$ cat src/rtl/lpc_pkg.sv
// lpc_pkg: shared LPC target definitions (FSM states, cycle types, bus constants)
package lpc_pkg;
    typedef enum logic [2:0] {
        ST_IDLE,
        ST_CYCTYPE,
        ST_ADDR,
        ST_WDATA,
        ST_HTAR,
        ST_SYNC,
        ST_RDATA,
        ST_PTAR
    } lpc_state_e;
    localparam logic [2:0] CYC_IO_RD  = 3'b000;
    localparam logic [2:0] CYC_IO_WR  = 3'b001;
    localparam logic [3:0] SYNC_READY = 4'h0;
    localparam logic [3:0] START      = 4'h0;
    localparam logic [3:0] LAD_IDLE   = 4'hF;
endpackage

$ cat src/rtl/lpc_bios_wd_target_if.sv
// lpc_bios_wd_target_if: LPC pad-side bus bundle
//   LFRAMEn : frame, active low (host -> target)
//   LadIn   : LAD nibble sampled from pad (host -> target)
//   LadOut  : LAD nibble driven to pad (target -> host)
//   LadOe   : 1 = target drives LAD (target -> host)
interface lpc_bios_wd_target_if;
    logic       LFRAMEn;
    logic [3:0] LadIn;
    logic [3:0] LadOut;
    logic       LadOe;
    modport slave (input LFRAMEn, LadIn, output LadOut, LadOe);
    modport master(output LFRAMEn, LadIn, input LadOut, LadOe);
endinterface

$ cat src/rtl/lpc_bios_wd_target.sv
// lpc_bios_wd_target: LPC I/O target holding the BIOS watchdog control register
//   LpcClock     : LPC clock, the only clock
//   MainReset    : asynchronous active-low reset
//   lpc          : LPC bus (LFRAMEn, LadIn, LadOut, LadOe)
//   BiosFinished : status bit0 at BASE_ADDR+1
//   BiosPowerOff : status bit1 at BASE_ADDR+1
//   ForceSwap    : status bit2 at BASE_ADDR+1
//   BiosRegister : last byte written to BASE_ADDR
//   BiosWrStrobe : one-cycle pulse on every BASE_ADDR write
module lpc_bios_wd_target
    import lpc_pkg::*;
#(
    parameter logic [15:0] BASE_ADDR = 16'h0A00,
    parameter logic [7:0]  RST_VALUE = 8'h00
) (
    input  logic                        LpcClock,
    input  logic                        MainReset,
    lpc_bios_wd_target_if.slave         lpc,
    input  logic                        BiosFinished,
    input  logic                        BiosPowerOff,
    input  logic                        ForceSwap,
    output logic [7:0]                  BiosRegister,
    output logic                        BiosWrStrobe
);
    localparam logic [15:0] STATUS_ADDR = BASE_ADDR + 16'd1;

    lpc_state_e state_q, state_d;
    logic [1:0]  cnt_q, cnt_d;
    logic        wr_q, wr_d;
    logic        sel_q, sel_d;
    logic [11:0] addr_q, addr_d;
    logic [7:0]  data_q, data_d;
    logic [7:0]  bios_q, bios_d;
    logic        strobe_q, strobe_d;
    logic [15:0] addr_full;
    logic [7:0]  status;

    // The first three address nibbles are held; the fourth is taken straight off the bus.
    assign addr_full = {addr_q, lpc.LadIn};
    assign status    = {5'b0, ForceSwap, BiosPowerOff, BiosFinished};

    always_ff @(posedge LpcClock or negedge MainReset) begin
        if (!MainReset) begin
            state_q  <= ST_IDLE;
            cnt_q    <= 2'd0;
            wr_q     <= 1'b0;
            sel_q    <= 1'b0;
            addr_q   <= '0;
            data_q   <= '0;
            bios_q   <= RST_VALUE;
            strobe_q <= 1'b0;
        end else begin
            state_q  <= state_d;
            cnt_q    <= cnt_d;
            wr_q     <= wr_d;
            sel_q    <= sel_d;
            addr_q   <= addr_d;
            data_q   <= data_d;
            bios_q   <= bios_d;
            strobe_q <= strobe_d;
        end
    end

    always_comb begin
        state_d  = state_q;
        cnt_d    = cnt_q;
        wr_d     = wr_q;
        sel_d    = sel_q;
        addr_d   = addr_q;
        data_d   = data_q;
        bios_d   = bios_q;
        strobe_d = 1'b0;
        if (!lpc.LFRAMEn) begin
            // A low frame restarts or aborts from any state.
            state_d = (lpc.LadIn == START) ? ST_CYCTYPE : ST_IDLE;
            cnt_d   = 2'd0;
        end else begin
            case (state_q)
                ST_CYCTYPE: begin
                    wr_d    = lpc.LadIn[1];
                    state_d = (lpc.LadIn[3:1] == CYC_IO_RD || lpc.LadIn[3:1] == CYC_IO_WR) ? ST_ADDR : ST_IDLE;
                end
                ST_ADDR: begin
                    addr_d = {addr_q[7:0], lpc.LadIn};
                    cnt_d  = cnt_q + 2'd1;
                    if (cnt_q == 2'd3) begin
                        sel_d   = (addr_full == STATUS_ADDR);
                        data_d  = sel_d ? status : bios_q;
                        state_d = (addr_full == BASE_ADDR || sel_d) ? (wr_q ? ST_WDATA : ST_HTAR) : ST_IDLE;
                    end
                end
                ST_WDATA: begin
                    cnt_d = cnt_q + 2'd1;
                    if (cnt_q[0]) begin
                        data_d   = {lpc.LadIn, data_q[3:0]};
                        bios_d   = sel_q ? bios_q : data_d;
                        strobe_d = !sel_q;
                        state_d  = ST_HTAR;
                        cnt_d    = 2'd0;
                    end else begin
                        data_d[3:0] = lpc.LadIn;
                    end
                end
                ST_HTAR: begin
                    cnt_d   = cnt_q[0] ? 2'd0 : cnt_q + 2'd1;
                    state_d = cnt_q[0] ? ST_SYNC : ST_HTAR;
                end
                ST_SYNC: state_d = wr_q ? ST_PTAR : ST_RDATA;
                ST_RDATA: begin
                    cnt_d   = cnt_q[0] ? 2'd0 : cnt_q + 2'd1;
                    state_d = cnt_q[0] ? ST_PTAR : ST_RDATA;
                end
                ST_PTAR: begin
                    cnt_d   = cnt_q[0] ? 2'd0 : cnt_q + 2'd1;
                    state_d = cnt_q[0] ? ST_IDLE : ST_PTAR;
                end
                default: ;
            endcase
        end
    end

    // Outputs decode straight from state so reset releases the bus immediately.
    assign lpc.LadOe  = (state_q == ST_SYNC) || (state_q == ST_RDATA) || (state_q == ST_PTAR && !cnt_q[0]);
    assign lpc.LadOut = (state_q == ST_SYNC)  ? SYNC_READY :
                        (state_q == ST_RDATA) ? (cnt_q[0] ? data_q[7:4] : data_q[3:0]) : LAD_IDLE;
    assign BiosRegister = bios_q;
    assign BiosWrStrobe = strobe_q;
endmodule

$ cat src/flat_wrapper.sv
// flat-port wrapper written by rule: the top's interface ports become plain ports
module lpc_bios_wd_target_flat import lpc_pkg::*;
#(
    parameter logic [15:0] BASE_ADDR = 16'h0A00,
    parameter logic [7:0]  RST_VALUE = 8'h00
)
  (LpcClock, MainReset, BiosFinished, BiosPowerOff, ForceSwap, BiosRegister, BiosWrStrobe, lpc_LFRAMEn, lpc_LadIn, lpc_LadOut, lpc_LadOe);
  lpc_bios_wd_target_if lpc_i ();
  input  logic LpcClock;
  input  logic MainReset;
  input  logic BiosFinished;
  input  logic BiosPowerOff;
  input  logic ForceSwap;
  output logic [7:0] BiosRegister;
  output logic BiosWrStrobe;
  input wire logic [$bits(lpc_i.LFRAMEn)-1:0] lpc_LFRAMEn;
  input wire logic [$bits(lpc_i.LadIn)-1:0] lpc_LadIn;
  output wire logic [$bits(lpc_i.LadOut)-1:0] lpc_LadOut;
  output wire logic [$bits(lpc_i.LadOe)-1:0] lpc_LadOe;
  assign lpc_i.LFRAMEn = lpc_LFRAMEn;
  assign lpc_i.LadIn = lpc_LadIn;
  assign lpc_LadOut = lpc_i.LadOut;
  assign lpc_LadOe = lpc_i.LadOe;
  lpc_bios_wd_target #(.BASE_ADDR(BASE_ADDR), .RST_VALUE(RST_VALUE)) u_core (.LpcClock(LpcClock), .MainReset(MainReset), .lpc(lpc_i), .BiosFinished(BiosFinished), .BiosPowerOff(BiosPowerOff), .ForceSwap(ForceSwap), .BiosRegister(BiosRegister), .BiosWrStrobe(BiosWrStrobe));
endmodule
$ cat config.mk
export PLATFORM = sky130hd
export DESIGN_NAME = lpc_bios_wd_target_flat
export DESIGN_NICKNAME = d
export VERILOG_FILES = /design/src/rtl/lpc_pkg.sv /design/src/rtl/lpc_bios_wd_target_if.sv /design/src/rtl/lpc_bios_wd_target.sv /design/src/flat_wrapper.sv
export SDC_FILE = /design/constraint.sdc
export NUM_CORES = 1
export LEC_CHECK = 0
export BUFFER_PORTS_ARGS = -buffer_cell sky130_fd_sc_hd__buf_2
export CORE_ASPECT_RATIO = 1.75
export CORE_UTILIZATION = 40
export CTS_CLUSTER_DIAMETER = 150
export DETAILED_ROUTE_END_ITERATION = 8
export SETUP_SLACK_MARGIN = 0.1
export SYNTH_ARGS = -nofsm -noshare
export SYNTH_HDL_FRONTEND = slang
export SYNTH_SLANG_ARGS = --single-unit
$ cat constraint.sdc
create_clock -name LpcClock -period 2.2 [get_ports LpcClock]
set_input_delay 0.66 -clock LpcClock [delete_from_list [all_inputs] [get_ports LpcClock]]
set_output_delay 0.66 -clock LpcClock [all_outputs]
set_load 0.05 [all_outputs]
After elaboration in Yosys (flattened, before gate mapping)
Cells that the tools add are included.
W data, S select, Z words.
Word-level totals
  output and inout bits: 14
  input port bits: 10
  bits in registers: 36
  word-level logic and storage cells: 73
Cells by class
  reduce and logical (&&, ||, !) cells: 18
  bitwise logic cells: 1
  add/sub/neg operators: 1
  mux-type cells: 26
  equal/unequal tests: 18
Operators with widths (number)
  $eq A16 B12 Y1 const B: 2
  $pmux W3 S7: 1
  $mux W4: 5
  $mux W3: 6
  $mux W8: 2
  $pmux W8 S2: 1
  $eq A3 B3 Y1 const B: 4
  $reduce_and A4 Y1: 3
  $ne A3 B2 Y1 const B: 3
  $ne A8 B1 Y1 const B: 1
  $mux W1: 7
  $eq A3 B1 Y1 const B: 2
  $eq A3 B2 Y1 const B: 2
  $mux W2: 3
  $reduce_and A3 Y1: 2
  $logic_not A4 Y1: 1
  $logic_or A1 B1 Y1: 4
  $ne A2 B1 Y1 const B: 2
  $pmux W2 S2: 1
  $reduce_and A2 Y1: 2
  $reduce_or A4 Y1: 1
  $logic_not A3 Y1: 1
  $add A2 B1 Y2 const B: 1
  $eq A2 B2 Y1 const B: 1
  other kinds (5): 6

Logic depth before layout (Yosys ltp)
Gate-level depths: netlist of the first run.
  depth after elaboration: 6
  depth in mapped cells: 6
  depth with buffers taken out: 5

Worst setup path after synthesis of the first run
OpenSTA, ideal clock, no wires.
  kind: register to output
  start: register u_core.state_q[0]
  end: output lpc_LadOut[0]
  buffers on the path: 2
  data arrival time: 2.062 ns
  cell stages (with the launch flop): 6
  setup slack: -0.522 ns
  cell sequence: dfrtp_1 > buf_2 > clkbuf_1 > nand2b_1 > a211oi_1 > o21ai_0
Between the ends
  longest elaborated chain between the ends: 3
  elaborated cells on any way between the ends: 4
  classes of those cells: eq/ne (2); mux (2)
RTL lines
  from (decl): RTL line lpc_bios_wd_target.sv:27  | lpc_state_e state_q, state_d;
  from (signal assigned): RTL line lpc_bios_wd_target.sv:53  | state_q <= state_d;
  $eq A3 B3 Y1: RTL line lpc_bios_wd_target.sv:125  | (state_q == ST_RDATA) ? (cnt_q[0] ? data_q[7:4] : data_q[3:0]) : LAD_IDLE;
  $mux W4: RTL line lpc_bios_wd_target.sv:125
  $mux W4 *: RTL line lpc_bios_wd_target.sv:124  | assign lpc.LadOut = (state_q == ST_SYNC) ? SYNC_READY :
  to (decl): RTL line flat_wrapper.sv:18  | output wire logic [$bits(lpc_i.LadOut)-1:0] lpc_LadOut;
Mark *: on every way between the ends. The rest lies on a longest branch, timed or not.

Worst setup path in the final report of the first run
  start: register u_core.cnt_q[0]
  end: output lpc_LadOut[3]
Between the ends
  longest elaborated chain between the ends: 3
RTL lines
  from (decl): RTL line lpc_bios_wd_target.sv:28  | logic [1:0] cnt_q, cnt_d;
  from (signal assigned): RTL line lpc_bios_wd_target.sv:54  | cnt_q <= cnt_d;
  $mux W4 (2 in a row): RTL line lpc_bios_wd_target.sv:125
  $mux W4: RTL line lpc_bios_wd_target.sv:124
No other way between the ends.

==> results_dict.tcl, run 1 <==
set metrics [dict create \
    finalCritPeriodShare_pct 93.6 \
    synthArstFlopShare_pct 100 \
    yosysTopAreaCellShare_pct 48.3 \
    setup_tns_ns 0 \
    end_kind "primary output" \
    syn_area_per_cell_um2 10.7 \
    hpwl_um 2970 \
    synth_top_family_by_area "simple AND/OR/NAND/NOR gates" \
    clock-sinks 36 \
    synthAdderAreaFrac_pct 1.34 \
    drive_gt1_share_pct 37.5 \
    peakVddDrop_v 0.000492 \
    synth_top_area_cell "dfrtp_1" \
    finalWeightedCongestion 0.813 \
    rsz0062_at_grt "true" \
    max_cap_viol_count 0 \
    cts_tree "yes" \
    hold_violations 0 \
    yosysUniqueCellTypes 37 \
    synth_seq_cells 36 \
    drtAntennaViolNets 0 \
    antenna_found_initial 0 \
    grt-ovfl-total 0 \
    use_met3_pct 3.45 \
    synth_compound_area_share_pct 12.8 \
    hp-class "in2async" \
    area_delta_synth_final_pct 20.3 \
    cp.required_ns 1.54 \
    clk_path_buf_depth 2 \
    synth-xor-area-share_pct 0 \
    skew_ns 0.00573 \
    die_w_um 53.6 \
    vias 1456 \
    viasPerCell 5.62 \
    max_slew_margin_pct 46.3 \
    syn_area_um2 1860 \
    yosysSeqAreaShare_pct 48.3 \
    min_period_ns 2.06 \
    crit_buf_inv 1 \
    synthCells 175 \
    die_h_um 92.3 \
    dr.first_iter.drc_count 25 \
    drc_errors 0 \
    grt_max_degree 37 \
    grt_usage_pct 19.6 \
    worstMarginPinSlew_ns 0.806 \
    grt_util_met1_pct 24.9 \
    synth.area.top_cells "dfrtp_1 48%, mux2_2 13%, nand3b_1 4.4%" \
    postPlaceCellArea_um2 2080 \
    stdcell_area_um2 2240 \
    cts_hold_buf 0 \
    critical_path_class "reg2out" \
    powerDensity_nw_per_um2 552 \
    clk_latency_ns 0.29 \
    drtPass1Iterations 4 \
    grtUsageMet2_pct 31.3 \
    cts_buffers 5 \
    path_cells "nor2b_1 > a211oi_2 > o21ai_2 > buf_2" \
    synthFlopType "dfrtp_1" \
    max_freq_ghz 0.486 \
    grt_pass1_wl_um 7030 \
    io_pins 24 \
    row_count 32 \
    wl_per_cell_um 16.1 \
    startpoint_type "flop" \
    layout_commonest_cell "dfrtp_1" \
    die_area_um2 4950 \
    crit_family "flip-flops" \
    nets 219 \
    synth-edff-count 0 \
    path_max_fanout 11 \
    utilization_pct 50.5 \
    io_buffers 23 \
    antenna_cells 0 \
    ys_warn_count 0 \
    setup_violations 0 \
    crit_slowest_cell "dfrtp_2" \
    core_um2 4440 \
    crit_path_max_incr_delay_ns 0.50 \
    muxShareOfSynthArea_pct 14.4 \
    synth_nets 187 \
    h-tree-depth 2 \
    final_cell_mix "34 x dfrtp_1, 22 x mux2_2, 19 x buf_2, 15 x buf_4, 11 x nand3b_1" \
    p_leak_nw 1.02 \
    first_global_vias 1447 \
    cts_root_buf "clkbuf_8" \
    slew_violations 0 \
    clkTransAtPathRegs_ns 0.07 \
    wirelength_um 4160 \
    arrival_ns 1.40 \
    yosys.area_share.simple_pct 19.7 \
    grt_busiest_layer "met2" \
    initial_utilization_pct 41.9 \
    status "finished, final reports clean" \
]
==> metrics by stage <==
step                      cells  hold WS, ns  worst slack (ns)  total power, mW
after floorplan             175        0.364             0.110            0.722
after global placement      248        0.484             0.208            0.757
after detailed placement    248        0.497             0.195            0.760
after CTS                   258        0.472            0.0757             1.25
after global routing        259        0.520            0.0927             1.28
final                       259        0.455             0.140             1.24
==> path summary, 6_finish.rpt <==
kind                                          startpoint                            end  slack (ns)  cells past startpoint
setup / recovery             u_core.cnt_q[0]$_DFFE_PN0P_                  lpc_LadOut[3]        0.14                      4
min in group LpcClock       u_core.addr_q[8]$_DFFE_PN0P_   u_core.addr_q[8]$_DFFE_PN0P_        0.51                      1
hold reg to reg             u_core.addr_q[8]$_DFFE_PN0P_   u_core.addr_q[8]$_DFFE_PN0P_        0.51                      1
hold / removal                                 MainReset    u_core.cnt_q[0]$_DFFE_PN0P_        0.45                      1
max in group asynchronous                      MainReset  u_core.state_q[1]$_DFFE_PN0P_        1.19                      1
setup reg to reg           u_core.state_q[1]$_DFFE_PN0P_  u_core.state_q[0]$_DFFE_PN0P_        0.28                      5
==> layer usage <==
| metal | wire length (um) | vias to the layer above |
|---|---|---|
| met1 | 1770 | 710 |
| met3 | 152 | 10 |
| met4 | 108 | 0 |
| li1 | - | 709 |
| met2 | 2130 | 27 |
| met5 | 0 | - |
==> cell families after synthesis <==
group	count (synthesis)
AO/OA/AOI/OAI	38
AND/OR/NAND/NOR	61
buffers and inverters	14
flip-flops	36
adder cells (fa/ha/maj)	2
multiplexers	24
==> report_power, final <==
| part | leakage, nW | internal [mW] | switching [mW] |
|---|---|---|---|
| clock network | 0.0445 | 0.254 | 0.235 |
| registers | 0.497 | 0.675 | 0.0134 |
| logic | 0.475 | 0.0248 | 0.0349 |
==> final cells by class <==
type,instances,area [um^2]
fillers,426,2200
multi-input cells,125,947
flip-flops and latches,36,903
repair buffers,35,219
clock buffers,7,86.3
well taps,51,63.8
inverters,4,15.0
clock inverters,1,7.51
==> synth_stat cells, types with 4 or more instances <==
cell,instances
a31oi_1,9
nor2b_1,6
mux2_2,22
buf_2,4
dfrtp_1,36
nand2b_1,4
o21ai_0,11
nand3b_1,11
inv_1,4
clkbuf_1,5
a211oi_1,4
nand2_1,10
nor2_1,10
==> worst register-to-register path, cell delays in order (launching register included) <==
cell and delay, ns:
dfrtp_2 0.43, buf_4 0.22, or3b_2 0.50, nor4_1 0.36
a31oi_1 0.13, o21ai_0 0.19
==> what timing repair did <==
item | CTS | global route
setup endpoints to repair | 5 | 5
cloned | 0 | 0
hold endpoints to repair | 0 | 0
buffers inserted | 2 | 1
pin swaps | 0 | 1
resized for setup | 10 | 4
==> registers in the layout, indices dropped and copies added (netlist names) <==
| signal | cells |
|---|---|
| u_core.sel_q | 1 |
| u_core.state_q | 3 |
| u_core.BiosWrStrobe | 1 |
| u_core.data_q | 8 |
| u_core.addr_q | 12 |
| u_core.wr_q | 1 |
| u_core.cnt_q | 2 |
| u_core.BiosRegister | 8 |
No activity file was read; power rests on OpenSTA's default activity.
==> inputs of run 2 (changes only) <==
--- a/config.mk
+++ b/config.mk
@@ -7,9 +7,11 @@
 export LEC_CHECK = 0
 export BUFFER_PORTS_ARGS = -buffer_cell sky130_fd_sc_hd__buf_2
 export CORE_ASPECT_RATIO = 1.75
-export CORE_UTILIZATION = 40
+export CORE_MARGIN = 2
+export CORE_UTILIZATION = 57
 export CTS_CLUSTER_DIAMETER = 150
 export DETAILED_ROUTE_END_ITERATION = 8
+export PLACE_DENSITY = 0.79
 export SETUP_SLACK_MARGIN = 0.1
 export SYNTH_ARGS = -nofsm -noshare
 export SYNTH_HDL_FRONTEND = slang
==> results_dict.tcl, run 2 (same netlist as run 1, synthesis figures left out) <==
set metrics [dict create \
    clkTransAtPathRegs_ns 0.07 \
    cp.required_ns 1.54 \
    grt-ovfl-total 0 \
    h-tree-depth 2 \
    row_count 27 \
    die_h_um 79.7 \
    maxUsedRoutingLayer "met4" \
    dp_slack_ns 0.146 \
    path_cells "buf_4 > a211oi_2 > o21ai_2 > buf_6" \
    grt_max_degree 37 \
    drc_errors 0 \
    drtAntennaViolNets 0 \
    regArea_um2 906 \
    crit_slowest_cell "dfrtp_4" \
    cts_root_buf "clkbuf_8" \
    powerDensity_nw_per_um2 538 \
    drive_gt1_share_pct 39.5 \
    vias 1501 \
    initial_utilization_pct 59.3 \
    rsz0062_at_grt "true" \
    wl_per_cell_um 15.8 \
    hold_violations 0 \
    layout_commonest_cell "dfrtp_1" \
    crit_path_max_incr_delay_ns 0.53 \
    peakVddDrop_v 0.000519 \
    slew_violations 0 \
    finalCritPeriodShare_pct 95.7 \
    clock-sinks 36 \
    clk_latency_ns 0.29 \
    min_period_ns 2.10 \
    io_buffers 23 \
    first_global_vias 1521 \
    cts_buffers 5 \
    fin_ws_ns 0.0954 \
    finalWeightedCongestion 0.828 \
    wirelength_um 4000 \
    regMostFlops "u_core.addr_q" \
    antenna_found_initial 0 \
    grt_pass1_wl_um 6910 \
    cp.depth 4 \
    drtPass1Iterations 4 \
    largest_reg_flops 12 \
    n_fill_cell 243 \
    crit_family "flip-flops" \
    hpwl_um 2880 \
    crit_buf_inv 2 \
    drt-met1-wl_um 1550 \
    hp-class "in2async" \
    arrival_ns 1.44 \
    worstMarginPinSlew_ns 0.773 \
    end_kind "primary output" \
    critical_path_class "reg2out" \
    dr.first_iter.drc_count 40 \
    met3_length_um 225 \
    startpoint_type "flop" \
    clk_path_buf_depth 2 \
    nets 221 \
    die_area_um2 3760 \
    wl_met2_um 2150 \
    max_cap_viol_count 0 \
    cts_tree "yes" \
    antenna_cells 0 \
    final_cell_mix "34 x dfrtp_1, 22 x mux2_2, 18 x buf_2, 14 x buf_4, 11 x nand3b_1" \
    status "finished, final reports clean" \
    cp-startpoint "u_core.cnt_q[0]$_DFFE_PN0P_" \
    setup_violations 0 \
    multiInputGateArea_um2 950 \
    setup_tns_ns 0 \
    skew_ns 0.00697 \
    timing.rr.start "u_core.state_q[1]$_DFFE_PN0P_" \
    grt_usage_pct 25.4 \
    max_slew_margin_pct 48.5 \
    viasPerCell 5.93 \
    path_max_fanout 8 \
    io_pins 24 \
    area_delta_synth_final_pct 21.7 \
    die_w_um 47.2 \
    cts_hold_buf 0 \
    max_freq_ghz 0.475 \
    core_um2 3140 \
    p_leak_nw 1.04 \
    reg2reg_depth 5 \
]
[run 2: path summary, 6_finish.rpt]
kind | to | slack (ns)
min reg2reg | u_core.addr_q[11]$_DFFE_PN0P_ | 0.51
max reg2reg | u_core.state_q[0]$_DFFE_PN0P_ | 0.29
min in group LpcClock | u_core.addr_q[11]$_DFFE_PN0P_ | 0.51
min | u_core.cnt_q[1]$_DFFE_PN0P_ | 0.44
max | lpc_LadOut[1] | 0.1
max in group asynchronous | u_core.cnt_q[0]$_DFFE_PN0P_ | 1.20
[run 2: final cells by class]
| cell class | instances | share of cell area [%] |
|---|---|---|
| Clock buffer | 6 | 3.64 |
| Clock inverter | 2 | 0.441 |
| Inverter | 4 | 0.662 |
| Multi-Input combinational cell | 125 | 41.9 |
| Sequential cell | 36 | 39.9 |
| Tap cell | 43 | 2.37 |
| Timing Repair Buffer | 37 | 11.1 |
[run 2: report_power, final]
group	leakage, nW	internal, mW	switching (mW)
Sequential	0.497	0.675	0.0128
Clock	0.0510	0.250	0.224
Combinational	0.497	0.0250	0.0347
Total	1.04	0.949	0.272
[run 2: metrics by stage]
| step | std cells | hold WS, ns | total power, mW | cell area, um^2 | util (%) |
|---|---|---|---|---|---|
| after floorplan | 175 | 0.364 | 0.722 | 1880 | - |
| after global placement | 240 | 0.485 | 0.754 | 2070 | 65.9 |
| after detailed placement | 240 | 0.494 | 0.757 | 2070 | 65.9 |
| after CTS | 248 | 0.471 | 1.23 | 2200 | 70.1 |
| after global routing | 253 | 0.506 | 1.27 | 2270 | 72.2 |
| final | 253 | 0.439 | 1.22 | 2270 | 72.2 |
[run 2: what timing repair did]
item,CTS,global route
pin swaps,0,2
setup buffers,0,5
gates resized for setup,12,14
endpoints found under the setup margin,5,7
[run 2: per-layer routing]
| layer | up-vias | GRT usage (%) |
|---|---|---|
| li1 | 714 | - |
| met5 | - | 0 |
| met2 | 50 | 41.1 |
| met1 | 729 | 32.0 |
| met4 | 0 | 10.0 |
| met3 | 8 | 5.20 |
